==> src/rtl/pc_pkg.sv <==
// Shared types and constants for the fetch-side PC / branch unit.
package pc_pkg;

  typedef enum logic [1:0] {
    IDLE = 2'd0,
    RUN  = 2'd1,
    HALT = 2'd2
  } pc_state_t;

  localparam int PC_W_DEFAULT      = 10;
  localparam int LUT_IDX_W_DEFAULT = 5;
  localparam int N_TARGETS         = 8;

  // Absolute branch targets; LUT indices beyond this table resolve to 0.
  localparam int unsigned BRANCH_TARGETS [N_TARGETS] = '{
    16, 24, 32, 40, 7, 100, 511, 1023
  };

endpackage

==> src/rtl/branch_target_lut.sv <==
// Combinational ROM mapping an instruction immediate to an absolute branch target.
module branch_target_lut
  import pc_pkg::*;
#(
  parameter int PC_W      = PC_W_DEFAULT,
  parameter int LUT_IDX_W = LUT_IDX_W_DEFAULT
) (
  input  logic [LUT_IDX_W-1:0] lut_idx,
  output logic [PC_W-1:0]      target
);

  // NOTE: assign a default before the case so every path drives target and no latch is inferred.
  always_comb begin
    target = '0;
    case (lut_idx)
      LUT_IDX_W'(0): target = PC_W'(BRANCH_TARGETS[0]);
      LUT_IDX_W'(1): target = PC_W'(BRANCH_TARGETS[1]);
      LUT_IDX_W'(2): target = PC_W'(BRANCH_TARGETS[2]);
      LUT_IDX_W'(3): target = PC_W'(BRANCH_TARGETS[3]);
      LUT_IDX_W'(4): target = PC_W'(BRANCH_TARGETS[4]);
      LUT_IDX_W'(5): target = PC_W'(BRANCH_TARGETS[5]);
      LUT_IDX_W'(6): target = PC_W'(BRANCH_TARGETS[6]);
      LUT_IDX_W'(7): target = PC_W'(BRANCH_TARGETS[7]);
      default:       target = '0;
    endcase
  end

endmodule

==> src/rtl/pc_branch_unit.sv <==
// Program counter, carry flag and start/halt sequencing for the fetch stage
// downstream of the ALU; branch targets come from branch_target_lut.
module pc_branch_unit
  import pc_pkg::*;
#(
  parameter int PC_W      = PC_W_DEFAULT,
  parameter int LUT_IDX_W = LUT_IDX_W_DEFAULT,
  parameter int START_PC  = 0
) (
  input  logic                 clk,
  input  logic                 reset,
  input  logic                 start,
  input  logic                 branch_en,
  input  logic                 branch_flag,
  input  logic                 abs_jump,
  input  logic [LUT_IDX_W-1:0] lut_idx,
  input  logic                 halt_req,
  input  logic                 carry_we,
  input  logic                 carry_clr,
  input  logic                 carry_d,
  output logic                 carry_q,
  output logic [PC_W-1:0]      pc,
  output logic                 branch_taken,
  output logic                 done
);

  pc_state_t       state, state_next;
  logic [PC_W-1:0] pc_next, target;
  logic            carry_next, taken_next;

  branch_target_lut #(
    .PC_W      (PC_W),
    .LUT_IDX_W (LUT_IDX_W)
  ) u_lut (
    .lut_idx (lut_idx),
    .target  (target)
  );

  always_comb begin
    state_next = state;
    pc_next    = pc;
    carry_next = carry_q;
    taken_next = 1'b0;
    unique case (state)
      IDLE: begin
        if (start) begin
          state_next = RUN;
          pc_next    = PC_W'(START_PC);
        end
      end
      RUN: begin
        // Carry updates on every RUN cycle, including the halting one.
        if (carry_clr)     carry_next = 1'b0;
        else if (carry_we) carry_next = carry_d;

        if (halt_req) begin
          state_next = HALT;
        end else if (abs_jump || (branch_en && branch_flag)) begin
          pc_next    = target;
          taken_next = 1'b1;
        end else begin
          pc_next = pc + PC_W'(1);
        end
      end
      HALT: begin
        if (start) begin
          state_next = RUN;
          pc_next    = PC_W'(START_PC);
          carry_next = 1'b0;
        end
      end
      default: state_next = IDLE;
    endcase
  end

  // NOTE: sequential state uses non-blocking assignments so every register samples pre-edge values.
  always_ff @(posedge clk) begin
    if (reset) begin
      state        <= IDLE;
      pc           <= PC_W'(START_PC);
      carry_q      <= 1'b0;
      branch_taken <= 1'b0;
      done         <= 1'b0;
    end else begin
      state        <= state_next;
      pc           <= pc_next;
      carry_q      <= carry_next;
      branch_taken <= taken_next;
      done         <= (state_next == HALT);
    end
  end

endmodule

==> config.mk <==
export PLATFORM = sky130hd
export DESIGN_NAME = pc_branch_unit
export DESIGN_NICKNAME = d
export VERILOG_FILES = /design/src/rtl/pc_pkg.sv /design/src/rtl/branch_target_lut.sv /design/src/rtl/pc_branch_unit.sv
export SDC_FILE = /design/constraint.sdc
export NUM_CORES = 1
export LEC_CHECK = 0
export BUFFER_PORTS_ARGS = -buffer_cell sky130_fd_sc_hd__buf_2
export CAP_MARGIN = 20
export CORE_MARGIN = 4
export CORE_UTILIZATION = 33
export CTS_CLUSTER_DIAMETER = 60
export CTS_CLUSTER_SIZE = 12
export DETAILED_ROUTE_END_ITERATION = 6
export SYNTH_ARGS = -nofsm -noshare
export SYNTH_HDL_FRONTEND = slang
export SYNTH_SLANG_ARGS = --single-unit
==> constraint.sdc <==
create_clock -name clk -period 2.8 [get_ports clk]
set_input_delay 0 -clock clk [delete_from_list [all_inputs] [get_ports clk]]
set_output_delay 0 -clock clk [all_outputs]
set_load 0.03 [all_outputs]
# Word level (Yosys, flattened, before mapping)
# Memories as Yosys holds them, arrays and structs flattened.
# Index checks and enable logic that the tools add are counted.
[word_totals]
regBits = 15
romBits = 80
n_memories = 1
elab_cells = 38
input_bits = 15
out_inout_bits = 13
[classes]
bitwise_logic = 1
n_eq_ne = 7
n_mux = 13
n_reduce_logical = 10
add_sub_neg = 1
[mem_list]
columns = ["name", "words", "word_bits", "rd", "rd_clocked_by_memory_dff", "write_ports", "line_no", "source"]
rows = [
  ["(no name shown)", 8, 10, 1, 0, 0, "branch_target_lut.sv:15", "case (lut_idx)"],
]
[op_table]
columns = ["cell", "n"]
rows = [
  ["10-bit 2-to-1 mux", 4],
  ["10-bit one-hot mux with 2 select lines", 1],
  ["10-bit by 1-bit adder with 10-bit output, second input constant", 1],
  ["3-bit AND reduction", 2],
  ["2-bit equality test, second input constant", 2],
  ["2-bit logical NOT", 2],
  ["1-bit 2-to-1 mux", 4],
  ["2-bit 2-to-1 mux", 2],
  ["2-bit != test, second input constant", 2],
  ["2-bit one-hot mux with 2 select lines", 1],
  ["2-bit nonzero test", 2],
  ["3-bit != test, second input constant", 1],
  ["3-bit OR reduction", 1],
  ["2-bit by 1-bit equality test with 1-bit output, second input constant", 1],
  ["2-bit by 1-bit != test with 1-bit output, second input constant", 1],
  ["1-bit one-hot mux with 2 select lines", 1],
  ["2-bit OR reduction", 1],
  ["1-bit logical AND", 1],
  ["1-bit logical OR", 1],
  ["1-bit inverter", 1],
]

# Longest topological paths before layout
[depth]
word_depth = 5
mapped_depth = 5
ltp_nobuf = 5

# Modules after synthesis
# Synthesis repeated with hierarchy kept, for this count alone.
[hier_totals]
hier_cells = 114
area_unflattened_um2 = 912.1
[by_module_without_submodules]
columns = ["module", "area_each_um2", "n_inst", "seq_area_each_um2", "cells_each"]
rows = [
  ["pc_branch_unit", 808.3, 1, 300.3, 100],
  ["branch_target_lut", 103.8, 1, 0.0, 14],
]

# Worst setup path after synthesis
# Ideal clock, no wire load.
[synth_timing]
path_type = "flip-flop to flip-flop"
startpoint = "reg pc[0]"
endpoint = "reg pc[8]"
n_path_buf = 0
path_slack_ns = 1.211
path_stages_with_launch = 6
arrival_time_ns = 1.471
period_less_slack_ns = 1.589
cell_sequence = "dfxtp_1 -> ha_1 -> nand2_1 -> or3_1 -> a21oi_1 -> o21ai_1"
[synth_between]
elab_chain_len = 4
[synth_rtl]
columns = ["item", "line_no", "source"]
rows = [
  ["from (decl)", "pc_branch_unit.sv:22", "output logic [PC_W-1:0] pc,"],
  ["from (signal assigned)", "pc_branch_unit.sv:80", "pc <= PC_W'(START_PC);"],
  ["from (signal assigned)", "pc_branch_unit.sv:86", "pc <= pc_next;"],
  ["10-bit by 1-bit adder with 10-bit output", "pc_branch_unit.sv:62", "pc_next = pc + PC_W'(1);"],
  ["10-bit 2-to-1 mux", "pc_branch_unit.sv:58", "end else if (abs_jump || (branch_en && branch_flag)) begin"],
  ["10-bit 2-to-1 mux", "pc_branch_unit.sv:56", "if (halt_req) begin"],
  ["10-bit one-hot mux with 2 select lines", "pc_branch_unit.sv:44", "unique case (state)"],
]
# Every way passes these cells. The select of a mux whose other input is x is not followed.
# A chain may end at the register's enable or synchronous reset.

# Final worst setup path
[layout_timing]
startpoint = "reg state[0]"
endpoint = "reg carry_q"
[layout_between]
elab_chain_len = 3
[layout_rtl]
columns = ["item", "line_no", "source"]
rows = [
  ["from (decl)", "pc_branch_unit.sv:27", "pc_state_t state, state_next;"],
  ["from (signal assigned)", "pc_branch_unit.sv:85", "state <= state_next;"],
  ["2-bit by 1-bit equality test with 1-bit output / 2-bit equality test (equally long branches)", "pc_branch_unit.sv:44", ""],
  ["3-bit != test (no line) (tied with other cells)", "--", ""],
  ["3-bit AND reduction (no line)", "--", ""],
  ["to (signal assigned)", "pc_branch_unit.sv:87", "carry_q <= carry_next;"],
  ["to (decl)", "pc_branch_unit.sv:21", "output logic carry_q,"],
]
# Parallel ways exist; a longest one is shown, timed or not.

==> impl_metrics.py <==
metrics = {
    "power": {
        "power_density_mw_per_mm2": 387,
        "vdd_drop_max_mv": 0.341,
        "p_leak_nw": 0.415,
        "total_power_mw": 0.419,
    },
    "detailed_routing": {
        "drtIter0Drc": 20,
        "routedWlPerCell_um": 12.5,
        "ant_nets": 0,
        "dr.pass1.iters": 4,
        "drc_errors": 0,
        "vias": 911,
        "wl_um": 2110,
        "routed_via_density": 5.42,
    },
    "timing": {
        "worst-slew-pin-transition_ns": 0.692,
        "max-slew-margin-rel_pct": 53.7,
        "period_minus_slack_ns": 2.02,
        "report.final.hold_viol_count": 0,
        "period_share_pct": 72.2,
        "holdWs_ns": 0.0266,
        "setup_viol": 0,
        "rsz0062_at_grt": "false",
        "drv_slew": 0,
        "clock_skew_ns": 0.00167,
        "max_freq_mhz": 495,
        "tns_ns": 0,
    },
    "cts": {
        "cts_tree": "done",
        "clockBufferDepth": 2,
        "cts_hold_buf": 3,
        "cts_buffers": 3,
        "clock-sinks": 15,
        "cts.repair.resized": 0,
        "clk_pin_slew_ns": 0.08,
        "clock_latency_ns": 0.28,
        "post_cts_buffers": 0,
        "htree_levels": 1,
        "root_buffer": "clkbuf_4",
    },
    "critical_path": {
        "critPathMaxFanout": 4,
        "cp.required_ns": 3.02,
        "end_kind": "register",
        "worstSetupStartpointType": "register",
        "arrival_ns": 2.25,
        "worstSetupPathType": "reg2reg",
    },
    "yosys": {
        "avgSynthCellArea_sq_um": 8.06,
        "ys_ff_latch": 15,
        "synth_cell_types": 36,
        "netlist_area_sq_um": 871,
        "syn_nets": 125,
        "ys_seq_area_share_pct": 34.5,
        "yosysWarnings": 0,
        "syn_inst": 108,
    },
    "die": {
        "die_w_um": 59.4,
        "num_rows": 18,
        "die_y_um": 59.4,
        "dieArea_sq_mm": 0.00352,
        "ios": 28,
        "start_util_pct": 34.8,
        "core_area_sq_mm": 0.00250,
    },
    "status": {
        "outcome": "completed",
    },
    "grt": {
        "grt_max_degree": 19,
        "antenna_found_initial": 0,
        "overflow": 0,
        "grt_pass1_vias": 881,
        "grt_pass1_wl_um": 3640,
        "grt_use_total_pct": 13.3,
    },
    "layout": {
        "fin_cells": 168,
        "layout_common_cells": "27 x buf_2, 15 x nand2_1, 15 x dfxtp_1, 9 x nor2_1, 8 x a21oi_1",
        "diodes": 0,
        "layout_commonest_cell": "buf_2",
        "areaGrowthSynthToFinish_pct": 24.4,
        "n_fill_cell": 252,
        "nNetsFinal": 156,
        "drive_gt1_share_pct": 24.6,
    },
    "place": {
        "hpwl_um": 1570,
        "port_buffers": 27,
        "gp_congestion": 0.778,
        "dp_cells": 161,
    },
    "hold_path": {
        "min_path_type": "in2reg",
    },
    "job": {
        "maxCapViolations": 0,
    },
}
-- cells by family after synthesis --
family | share of synthesized area (%)
muxes | 1.15
AOI/OAI and AO/OA | 26.7
adders and majority gates | 2.87
buffers and inverters | 2.30
and+or+nand+nor | 29.5
xor gates and xnor gates | 3.02
DFF | 34.5
-- layer usage --
metal,up-vias,track usage (%),routed length (um)
li1,463,-,-
met1,420,16.2,918
met2,26,22.2,1020
met3,2,5.66,153
met4,0,1.94,13
met5,-,0,0
-- metrics by stage --
stage	setup slack, ns	utilization, %	area, sq um
final	0.778	43.3	1080
after global routing	0.635	43.3	1080
after CTS	0.804	43.3	1080
after detailed placement	1.14	41.1	1030
after global placement	1.21	41.1	1030
after floorplan	1.21	-	871
-- power by group --
group	internal [mW]	switching (mW)	leakage, nW
clock	0.0553	0.0639	0.0150
combinational	0.0299	0.0456	0.278
sequential	0.219	0.00560	0.122
-- registers in the layout (all words and copies together), names as in the netlist --
name / flops
pc: 10
branch_taken: 1
state: 2
done: 1
carry_q: 1
-- synthesized netlist by cell type --
cell      count  area, sq um
or3b_4        1         11.3
a32oi_1       2         17.5
nand2_1      15         56.3
buf_2         1         5.00
nand3_4       1         17.5
o21a_1        4         30.0
o211ai_1      3         22.5
inv_1         1         3.75
nor2_1        9         33.8
a22oi_1       1         7.51
o21ai_0       2         10.0
o311ai_0      1         8.76
dfxtp_1      15          300
nor2b_1       3         18.8
nor3b_1       1         7.51
mux2i_1       1         10.0
o31ai_1       2         15.0
o41ai_1       1         8.76
clkbuf_1      3         11.3
nand4_1       1         6.26
xnor2_1       3         26.3
a21oi_1       8         40.0
a221o_1       1         10.0
nor3_1        2         10.0
nor4_1        2         12.5
a21o_1        1         7.51
nand2b_1      2         12.5
nand3b_1      4         30.0
or3_1         2         12.5
nand3_1       3         15.0
o21ai_1       5         25.0
a21oi_2       1         8.76
ha_1          2         25.0
a31oi_1       2         12.5
nor3b_2       1         12.5
o32ai_1       1         8.76
-- critical path, cell delays in order (launching register included) --
cell and delay (ns):
dfxtp_1 0.36, nor2b_1 0.27, nand3_1 0.10, dlygate4sd3_1 0.56, a21oi_1 0.12, dlygate4sd3_1 0.56
-- layout make-up --
type                    instances  area, sq um  area share (%)
repair buffers                 30          165            15.2
well taps                      30         37.5            3.46
flip-flops and latches         15          300            27.7
clock buffers                   4         26.3            2.42
inverters                       1         3.75           0.346
multi-input cells              88          551            50.8
-- path summary, 6_finish.rpt --
path	from	to	slack, ns	depth (start not counted)
setup / recovery	state[0]	carry_q	0.78	5
hold / removal	halt_req	done	0.03	3
setup reg to reg	state[0]	carry_q	0.78	5
hold reg to reg	pc[9]	pc[9]	0.50	2
Power figures use the tool's default switching activity.
